### src/rtl/picosoc_pkg.sv
// Shared constants and FSM encoding for the PicoSoC-style iomem bus initiator.
package picosoc_pkg;

   localparam int IOMEM_ADDR_W = 32;
   localparam int IOMEM_DATA_W = 32;
   localparam int IOMEM_STRB_W = 4;

   typedef enum logic [1:0] {
      ST_IDLE = 2'd0,
      ST_REQ  = 2'd1,
      ST_RSP  = 2'd2
   } initiator_state_t;

endpackage

### src/rtl/iomem_initiator_if.sv
// iomem bus bundle: master drives the request, slave returns ready/rdata.
interface iomem_initiator_if;
   import picosoc_pkg::*;

   logic                    iomem_valid;
   logic                    iomem_ready;
   logic [IOMEM_STRB_W-1:0] iomem_wstrb;
   logic [IOMEM_ADDR_W-1:0] iomem_addr;
   logic [IOMEM_DATA_W-1:0] iomem_wdata;
   logic [IOMEM_DATA_W-1:0] iomem_rdata;

   modport master (
      output iomem_valid, iomem_wstrb, iomem_addr, iomem_wdata,
      input  iomem_ready, iomem_rdata
   );

   modport slave (
      input  iomem_valid, iomem_wstrb, iomem_addr, iomem_wdata,
      output iomem_ready, iomem_rdata
   );

endinterface

### src/rtl/iomem_initiator.sv
// Command/response front end that issues one iomem access at a time, with a
// bounded wait on iomem_ready that turns into an error response.
module iomem_initiator
   import picosoc_pkg::*;
#(
   parameter int unsigned TIMEOUT_CYCLES = 255
) (
   input  logic                    clk,
   input  logic                    resetn,
   input  logic                    cmd_valid,
   output logic                    cmd_ready,
   input  logic [IOMEM_ADDR_W-1:0] cmd_addr,
   input  logic [IOMEM_DATA_W-1:0] cmd_wdata,
   input  logic [IOMEM_STRB_W-1:0] cmd_wstrb,
   output logic                    rsp_valid,
   input  logic                    rsp_ready,
   output logic [IOMEM_DATA_W-1:0] rsp_rdata,
   output logic                    rsp_error,
   iomem_initiator_if.master       iomem
);

   localparam logic [15:0] TIMEOUT_LAST = 16'(TIMEOUT_CYCLES - 1);

   initiator_state_t state_reg, state_next;

   logic                    cmd_ready_reg;
   logic                    rsp_valid_reg;
   logic                    rsp_error_reg;
   logic [IOMEM_DATA_W-1:0] rsp_rdata_reg;
   logic                    valid_reg;
   logic [IOMEM_ADDR_W-1:0] addr_reg;
   logic [IOMEM_DATA_W-1:0] wdata_reg;
   logic [IOMEM_STRB_W-1:0] wstrb_reg;
   logic [15:0]             count_reg;

   logic accept, bus_done, timeout, rsp_taken;

   always_ff @(posedge clk or negedge resetn) begin
      if (!resetn) state_reg <= ST_IDLE;
      else         state_reg <= state_next;
   end

   always_comb begin
      accept     = 1'b0;
      bus_done   = 1'b0;
      timeout    = 1'b0;
      rsp_taken  = 1'b0;
      state_next = state_reg;
      case (state_reg)
         ST_IDLE: begin
            accept = cmd_valid && cmd_ready_reg;
            if (accept) state_next = ST_REQ;
         end
         ST_REQ: begin
            // ready outranks a timeout landing on the same edge
            bus_done = iomem.iomem_ready;
            timeout  = !iomem.iomem_ready && (count_reg == TIMEOUT_LAST);
            if (bus_done || timeout) state_next = ST_RSP;
         end
         ST_RSP: begin
            rsp_taken = rsp_ready;
            if (rsp_taken) state_next = ST_IDLE;
         end
         default: state_next = ST_IDLE;
      endcase
   end

   // Handshake outputs are registered from state_next so they all read 0 in reset.
   always_ff @(posedge clk or negedge resetn) begin
      if (!resetn) begin
         cmd_ready_reg <= 1'b0;
         rsp_valid_reg <= 1'b0;
         rsp_error_reg <= 1'b0;
         rsp_rdata_reg <= '0;
         valid_reg     <= 1'b0;
         addr_reg      <= '0;
         wdata_reg     <= '0;
         wstrb_reg     <= '0;
         count_reg     <= '0;
      end else begin
         cmd_ready_reg <= (state_next == ST_IDLE);
         valid_reg     <= (state_next == ST_REQ);
         rsp_valid_reg <= (state_next == ST_RSP);
         if (accept) begin
            addr_reg  <= {cmd_addr[IOMEM_ADDR_W-1:2], 2'b00};
            wdata_reg <= cmd_wdata;
            wstrb_reg <= cmd_wstrb;
            count_reg <= '0;
         end else if (state_reg == ST_REQ) begin
            count_reg <= count_reg + 16'd1;
         end
         if (bus_done) begin
            rsp_rdata_reg <= iomem.iomem_rdata;
            rsp_error_reg <= 1'b0;
         end else if (timeout) begin
            rsp_rdata_reg <= '0;
            rsp_error_reg <= 1'b1;
         end
      end
   end

   assign cmd_ready         = cmd_ready_reg;
   assign rsp_valid         = rsp_valid_reg;
   assign rsp_rdata         = rsp_rdata_reg;
   assign rsp_error         = rsp_error_reg;
   assign iomem.iomem_valid = valid_reg;
   assign iomem.iomem_addr  = addr_reg;
   assign iomem.iomem_wdata = wdata_reg;
   assign iomem.iomem_wstrb = wstrb_reg;

endmodule
### src/flat_wrapper.sv
// flat-port wrapper written by rule: the top's interface ports become plain ports
module iomem_initiator_flat import picosoc_pkg::*;
#(
   parameter int unsigned TIMEOUT_CYCLES = 255
)
  (clk, resetn, cmd_valid, cmd_ready, cmd_addr, cmd_wdata, cmd_wstrb, rsp_valid, rsp_ready, rsp_rdata, rsp_error, iomem_iomem_valid, iomem_iomem_wstrb, iomem_iomem_addr, iomem_iomem_wdata, iomem_iomem_ready, iomem_iomem_rdata);
  iomem_initiator_if iomem_i ();
  input  logic clk;
  input  logic resetn;
  input  logic cmd_valid;
  output logic cmd_ready;
  input  logic [IOMEM_ADDR_W-1:0] cmd_addr;
  input  logic [IOMEM_DATA_W-1:0] cmd_wdata;
  input  logic [IOMEM_STRB_W-1:0] cmd_wstrb;
  output logic rsp_valid;
  input  logic rsp_ready;
  output logic [IOMEM_DATA_W-1:0] rsp_rdata;
  output logic rsp_error;
  output wire logic [$bits(iomem_i.iomem_valid)-1:0] iomem_iomem_valid;
  output wire logic [$bits(iomem_i.iomem_wstrb)-1:0] iomem_iomem_wstrb;
  output wire logic [$bits(iomem_i.iomem_addr)-1:0] iomem_iomem_addr;
  output wire logic [$bits(iomem_i.iomem_wdata)-1:0] iomem_iomem_wdata;
  input wire logic [$bits(iomem_i.iomem_ready)-1:0] iomem_iomem_ready;
  input wire logic [$bits(iomem_i.iomem_rdata)-1:0] iomem_iomem_rdata;
  assign iomem_iomem_valid = iomem_i.iomem_valid;
  assign iomem_iomem_wstrb = iomem_i.iomem_wstrb;
  assign iomem_iomem_addr = iomem_i.iomem_addr;
  assign iomem_iomem_wdata = iomem_i.iomem_wdata;
  assign iomem_i.iomem_ready = iomem_iomem_ready;
  assign iomem_i.iomem_rdata = iomem_iomem_rdata;
  iomem_initiator #(.TIMEOUT_CYCLES(TIMEOUT_CYCLES)) u_core (.clk(clk), .resetn(resetn), .cmd_valid(cmd_valid), .cmd_ready(cmd_ready), .cmd_addr(cmd_addr), .cmd_wdata(cmd_wdata), .cmd_wstrb(cmd_wstrb), .rsp_valid(rsp_valid), .rsp_ready(rsp_ready), .rsp_rdata(rsp_rdata), .rsp_error(rsp_error), .iomem(iomem_i));
endmodule
### config.mk
export PLATFORM = sky130hd
export DESIGN_NAME = iomem_initiator_flat
export DESIGN_NICKNAME = d
export VERILOG_FILES = /design/src/rtl/picosoc_pkg.sv /design/src/rtl/iomem_initiator_if.sv /design/src/rtl/iomem_initiator.sv /design/src/flat_wrapper.sv
export SDC_FILE = /design/constraint.sdc
export NUM_CORES = 1
export LEC_CHECK = 0
export ABC_AREA = 0
export CAP_MARGIN = 0
export CORE_ASPECT_RATIO = 1.75
export CORE_MARGIN = 1
export CORE_UTILIZATION = 43
export CTS_CLUSTER_DIAMETER = 200
export CTS_CLUSTER_SIZE = 16
export DETAILED_ROUTE_END_ITERATION = 8
export GPL_TIMING_DRIVEN = 0
export PLACE_DENSITY = 0.8
export SETUP_SLACK_MARGIN = 0.05
export SLEW_MARGIN = 15
export SYNTH_ARGS = -nofsm -noshare
export SYNTH_HDL_FRONTEND = slang
export SYNTH_SLANG_ARGS = --single-unit
### constraint.sdc
create_clock -name clk -period 2.6 [get_ports clk]
set_input_delay 0.78 -clock clk [delete_from_list [all_inputs] [get_ports clk]]
set_output_delay 0.78 -clock clk [all_outputs]
set_load 0.01 [all_outputs]
# == Word level (Yosys, flattened, before mapping) ==
# Index checks and enable logic that the tools add are counted.
# totals
register_bits,120
elab_cells,37
# classes
n_addsub,1
eq_ne,5
n_mux,13
reduce_logical,8
# ops
cell,count
$mux 32,2
$mux 16,2
$add 16x1->16 const B,1
$eq 16x8->1 const B,1
$mux 2,3
$pmux 2 s3,1
$mux 1,5
$eq 2x1->1 const B,2
$eq 2x2->1 const B,2
$logic_not 2->1,2
$reduce_bool 2->1,2
$logic_and 1x1->1,2
$logic_not 1->1,1
$logic_or 1x1->1,1

# == Depth between registers and ports, before layout ==
# depth
word_depth,6
depth_mapped,7

# == Worst setup path after synthesis ==
# Ideal clock, no wire load.
# synth_path
path_type,register to register
startpoint,register u_core.count_reg[12]
endpoint,"register u_core.rsp_rdata_reg[23], in the netlist u_core.rsp_rdata[23]"
setup_ns,0.118
arrival_ns,1.713
required_time_ns,2.482
slack_ns,0.769
stages_incl_launch_ff,6
n_path_buf,1
cell_sequence,dfrtp_1 > or4_4 > nor4_4 > a21oi_2 > buf_6 > a21o_1
# synth_between
elab_chain_cells,4
# synth_lines
element,line,source
start: declaration,iomem_initiator.sv:34,logic [15:0] count_reg;
start signal: assignment,iomem_initiator.sv:90,count_reg <= count_reg + 16'd1;
$eq 16x8->1,iomem_initiator.sv:57,timeout = !iomem.iomem_ready && (count_reg == TIMEOUT_LAST);
$logic_and 1x1->1,iomem_initiator.sv:57,
$mux 1,iomem_initiator.sv:49,case (state_reg)
$reduce_bool 2->1 (no line),n/a,
end signal: assignment,iomem_initiator.sv:93,rsp_rdata_reg <= iomem.iomem_rdata;
end: declaration,iomem_initiator.sv:29,logic [IOMEM_DATA_W-1:0] rsp_rdata_reg;
# Every way passes these cells.
# A chain may end at the register's enable or synchronous reset.

# == Worst setup path in the final report ==
# layout_path
startpoint,input cmd_valid
endpoint,"register u_core.wdata_reg[8], in the netlist u_core.iomem.iomem_wdata[8]"
# layout_between
elab_chain_cells,2
# layout_lines
element,line,source
start: declaration,flat_wrapper.sv:10,input logic cmd_valid;
$logic_and 1x1->1,iomem_initiator.sv:51,accept = cmd_valid && cmd_ready_reg;
$mux 1,iomem_initiator.sv:49,
end signal: assignment,iomem_initiator.sv:86,wdata_reg <= cmd_wdata;
end: declaration,iomem_initiator.sv:32,logic [IOMEM_DATA_W-1:0] wdata_reg;
# Every way passes these cells.

==> impl_metrics.json <==
{
  "coreArea_um2": 11520,
  "layout_worst_path_cycle_share_pct": 84.00,
  "drive_gt1_share_pct": 5.157,
  "nNetsFinal": 890,
  "synth_edf_count": 0,
  "synth_adder_area_share_pct": 0.4954,
  "hold_viol": 0,
  "multiInputGateArea_um2": 1891,
  "yosys-top-cells-count": "nand2_1 (278), dfrtp_1 (120), nand3_1 (44), a21o_1 (34), clkbuf_1 (24)",
  "max_cap_viol_count": 0,
  "violations": "DRC",
  "synth_compound_area_share_pct": 7.605,
  "synth_area_leader_cell": "dfrtp_1",
  "worst-path-max-fanout": 10,
  "startpoint_type": "primary input",
  "ys_warn_count": 0,
  "io_pins": 209,
  "status": "complete, but fails checks",
  "synthCells": 559,
  "synth_flop_cell": "dfrtp_1",
  "num_rows": 52,
  "fp.dieH_um": 145.4,
  "die_area_um2": 12200,
  "clock_latency_ns": 0.40,
  "drtIter0Drc": 232,
  "path_class": "primary input to register",
  "post-route-util_pct": 68.74,
  "skew_ns": 0.005985,
  "antenna_cells": 0,
  "syn_area_per_cell_um2": 9.036,
  "cp_slowest_cell": "clkdlybuf4s50_1",
  "cts_tree": "built",
  "yosys.area_share.simple_pct": 27.79,
  "viasPerCell": 4.981,
  "die_x_um": 83.93,
  "syn_to_final_growth_pct": 56.73,
  "nFillCells": 907,
  "dr_total_vias": 4632,
  "finalSetupViolations": 0,
  "rsz0062_at_grt": "no",
  "critPathCaptureType": "register",
  "drt_pass1_iterations": 6,
  "routabilityCongestion": 0.7821,
  "async_flop_share_pct": 100.0,
  "route.detailed.drc": 22,
  "worst_pin_slew_ns": 0.5525,
  "crit_chain": "clkdlybuf4s50_1 > and3_1 > clkbuf_1 > clkbuf_2 > clkbuf_1 > nand2_1 > nand2_1",
  "cts_hold_buf": 0,
  "yosysTopAreaCellShare_pct": 59.45,
  "wl_per_cell_um": 14.64,
  "io_buffers": 203,
  "slew_headroom_pct": 62.83,
  "fmax_mhz": 457.9,
  "antenna_found_initial": 0,
  "worst_ep_required_time_ns": 2.94,
  "clk_path_buf_depth": 2,
  "numCtsBuffers": 17,
  "cts_max_level": 4,
  "cts.reportedPaths.clkPinSlew_ns": 0.05,
  "worst_ep_arrival_time_ns": 2.52,
  "critical_path.max_stage_delay_ns": 0.48,
  "synth-seq-cells": 120,
  "routed_wl_mm": 13.62,
  "grt.overflow.total": 0,
  "seq_area_frac_synth_pct": 59.45,
  "clock_sinks": 120,
  "cts_root_buf": "clkbuf_16",
  "ys_top_cells_by_area": "dfrtp_1 (59%), nand2_1 (21%), a21o_1 (5.1%)",
  "gr-usage-all-layers_pct": 23.17,
  "grt_pass1_vias": 4735,
  "synth_xor_xnor_area_share_pct": 0,
  "worst_slack_ns": 0.4161,
  "p_leak_nw": 3.812,
  "synth.most_common_cell": "nand2_1",
  "p_per_area_nw_per_um2": 1173,
  "synthMuxAreaShare_pct": 1.387,
  "antenna_left": 0,
  "min_period_ns": 2.184,
  "synth_top_family_by_area": "simple AND/OR/NAND/NOR gates",
  "syn_area_um2": 5051,
  "initial_utilization_pct": 43.86,
  "post-place-ws_ns": -0.1885,
  "maxSlewViolCount": 0,
  "post_cts_buffers": 0,
  "grt_max_degree": 90,
  "setup_tns_ns": 0,
  "regArea_um2": 3003,
  "place_hpwl_mm": 10.13,
  "grt_pass1_wl_mm": 22.27,
  "synth_cell_types": 36,
  "hp-class": "primary input to asynchronous set/reset pin",
  "max-vdd-ir-drop_mv": 0.6652
}
## cells by family after synthesis
| group | count (synthesis) |
|---|---|
| buffers and inverters | 35 |
| and+or+nand+nor | 341 |
| adders and majority gates | 2 |
| other | 1 |
| DFF | 120 |
| AOI/OAI and AO/OA | 53 |
| muxes | 7 |
## cell type report
cell class	count	share of cell area, %
buffer	34	2.007
tap	135	2.134
sequential	120	37.93
inverter	1	0.04742
clock buffer	23	6.164
timing repair buffer	204	26.03
multi-input combinational	405	23.88
clock inverter	8	1.802
## repair_timing
item                                    4_1_cts  5_1_grt
gates resized for setup                       0        2
endpoints found under the setup margin        0        3
hold endpoints to repair                      0        0
## through the flow
stage	hold WS, ns	instance area, um^2	power, mW	instances
final	0.2494	7916	9.289	930
after CTS	0.2440	7915	9.376	930
after global routing	0.2642	7916	9.868	930
after detailed placement	0.4612	7284	6.852	899
after global placement	0.4578	7256	6.695	898
after floorplan	0.4460	5055	4.776	560
## metal layers
layer	up-vias	wire, um	global-route usage [%]
li1	2255	-	-
met1	2194	5003	24.79
met2	151	7479	42.62
met3	32	653	4.594
met5	-	0	0
met4	0	483	11.64
## power by group
part / switching (mW) / internal [mW] / total [mW]
registers: 0.463 / 2.62 / 3.08
logic: 1.83 / 1.92 / 3.74
clock network: 0.775 / 1.70 / 2.47
## path summary, 6_finish.rpt
| check | slack (ns) | end | cells past startpoint | from |
|---|---|---|---|---|
| worst max-delay path | 0.42 | u_core.iomem.iomem_wdata[8] | 7 | cmd_valid |
| worst min-delay path | 0.25 | u_core.iomem.iomem_wdata[0] | 1 | resetn |
| worst max register to register | 0.57 | u_core.rsp_rdata[16] | 5 | u_core.count_reg[12] |
| worst min register to register | 0.47 | u_core.iomem.iomem_addr[17] | 2 | u_core.iomem.iomem_addr[17] |
| max in group asynchronous | 1.62 | u_core.rsp_rdata[8] | 2 | resetn |
| min in group clk | 0.47 | u_core.iomem.iomem_addr[17] | 2 | u_core.iomem.iomem_addr[17] |
## critical path: cells and delay by family
kind                   cells  cell delay, ns
buffers and inverters      4            1.42
AND/OR/NAND/NOR            3            0.33
## cells in the final DEF, fill, tap and decap left out, drive strengths merged, types with 3 or more instances in the layout
cell             n
nand2b           4
nand2          278
dfrtp          120
nor4             3
clkdlybuf4s50  202
a21oi            3
a21o            34
clkinv           3
nand3           44
clkbuf          47
bufinv           4
o21ai            5
buf             12
mux2i            7
(Power assumes the default switching activity.)
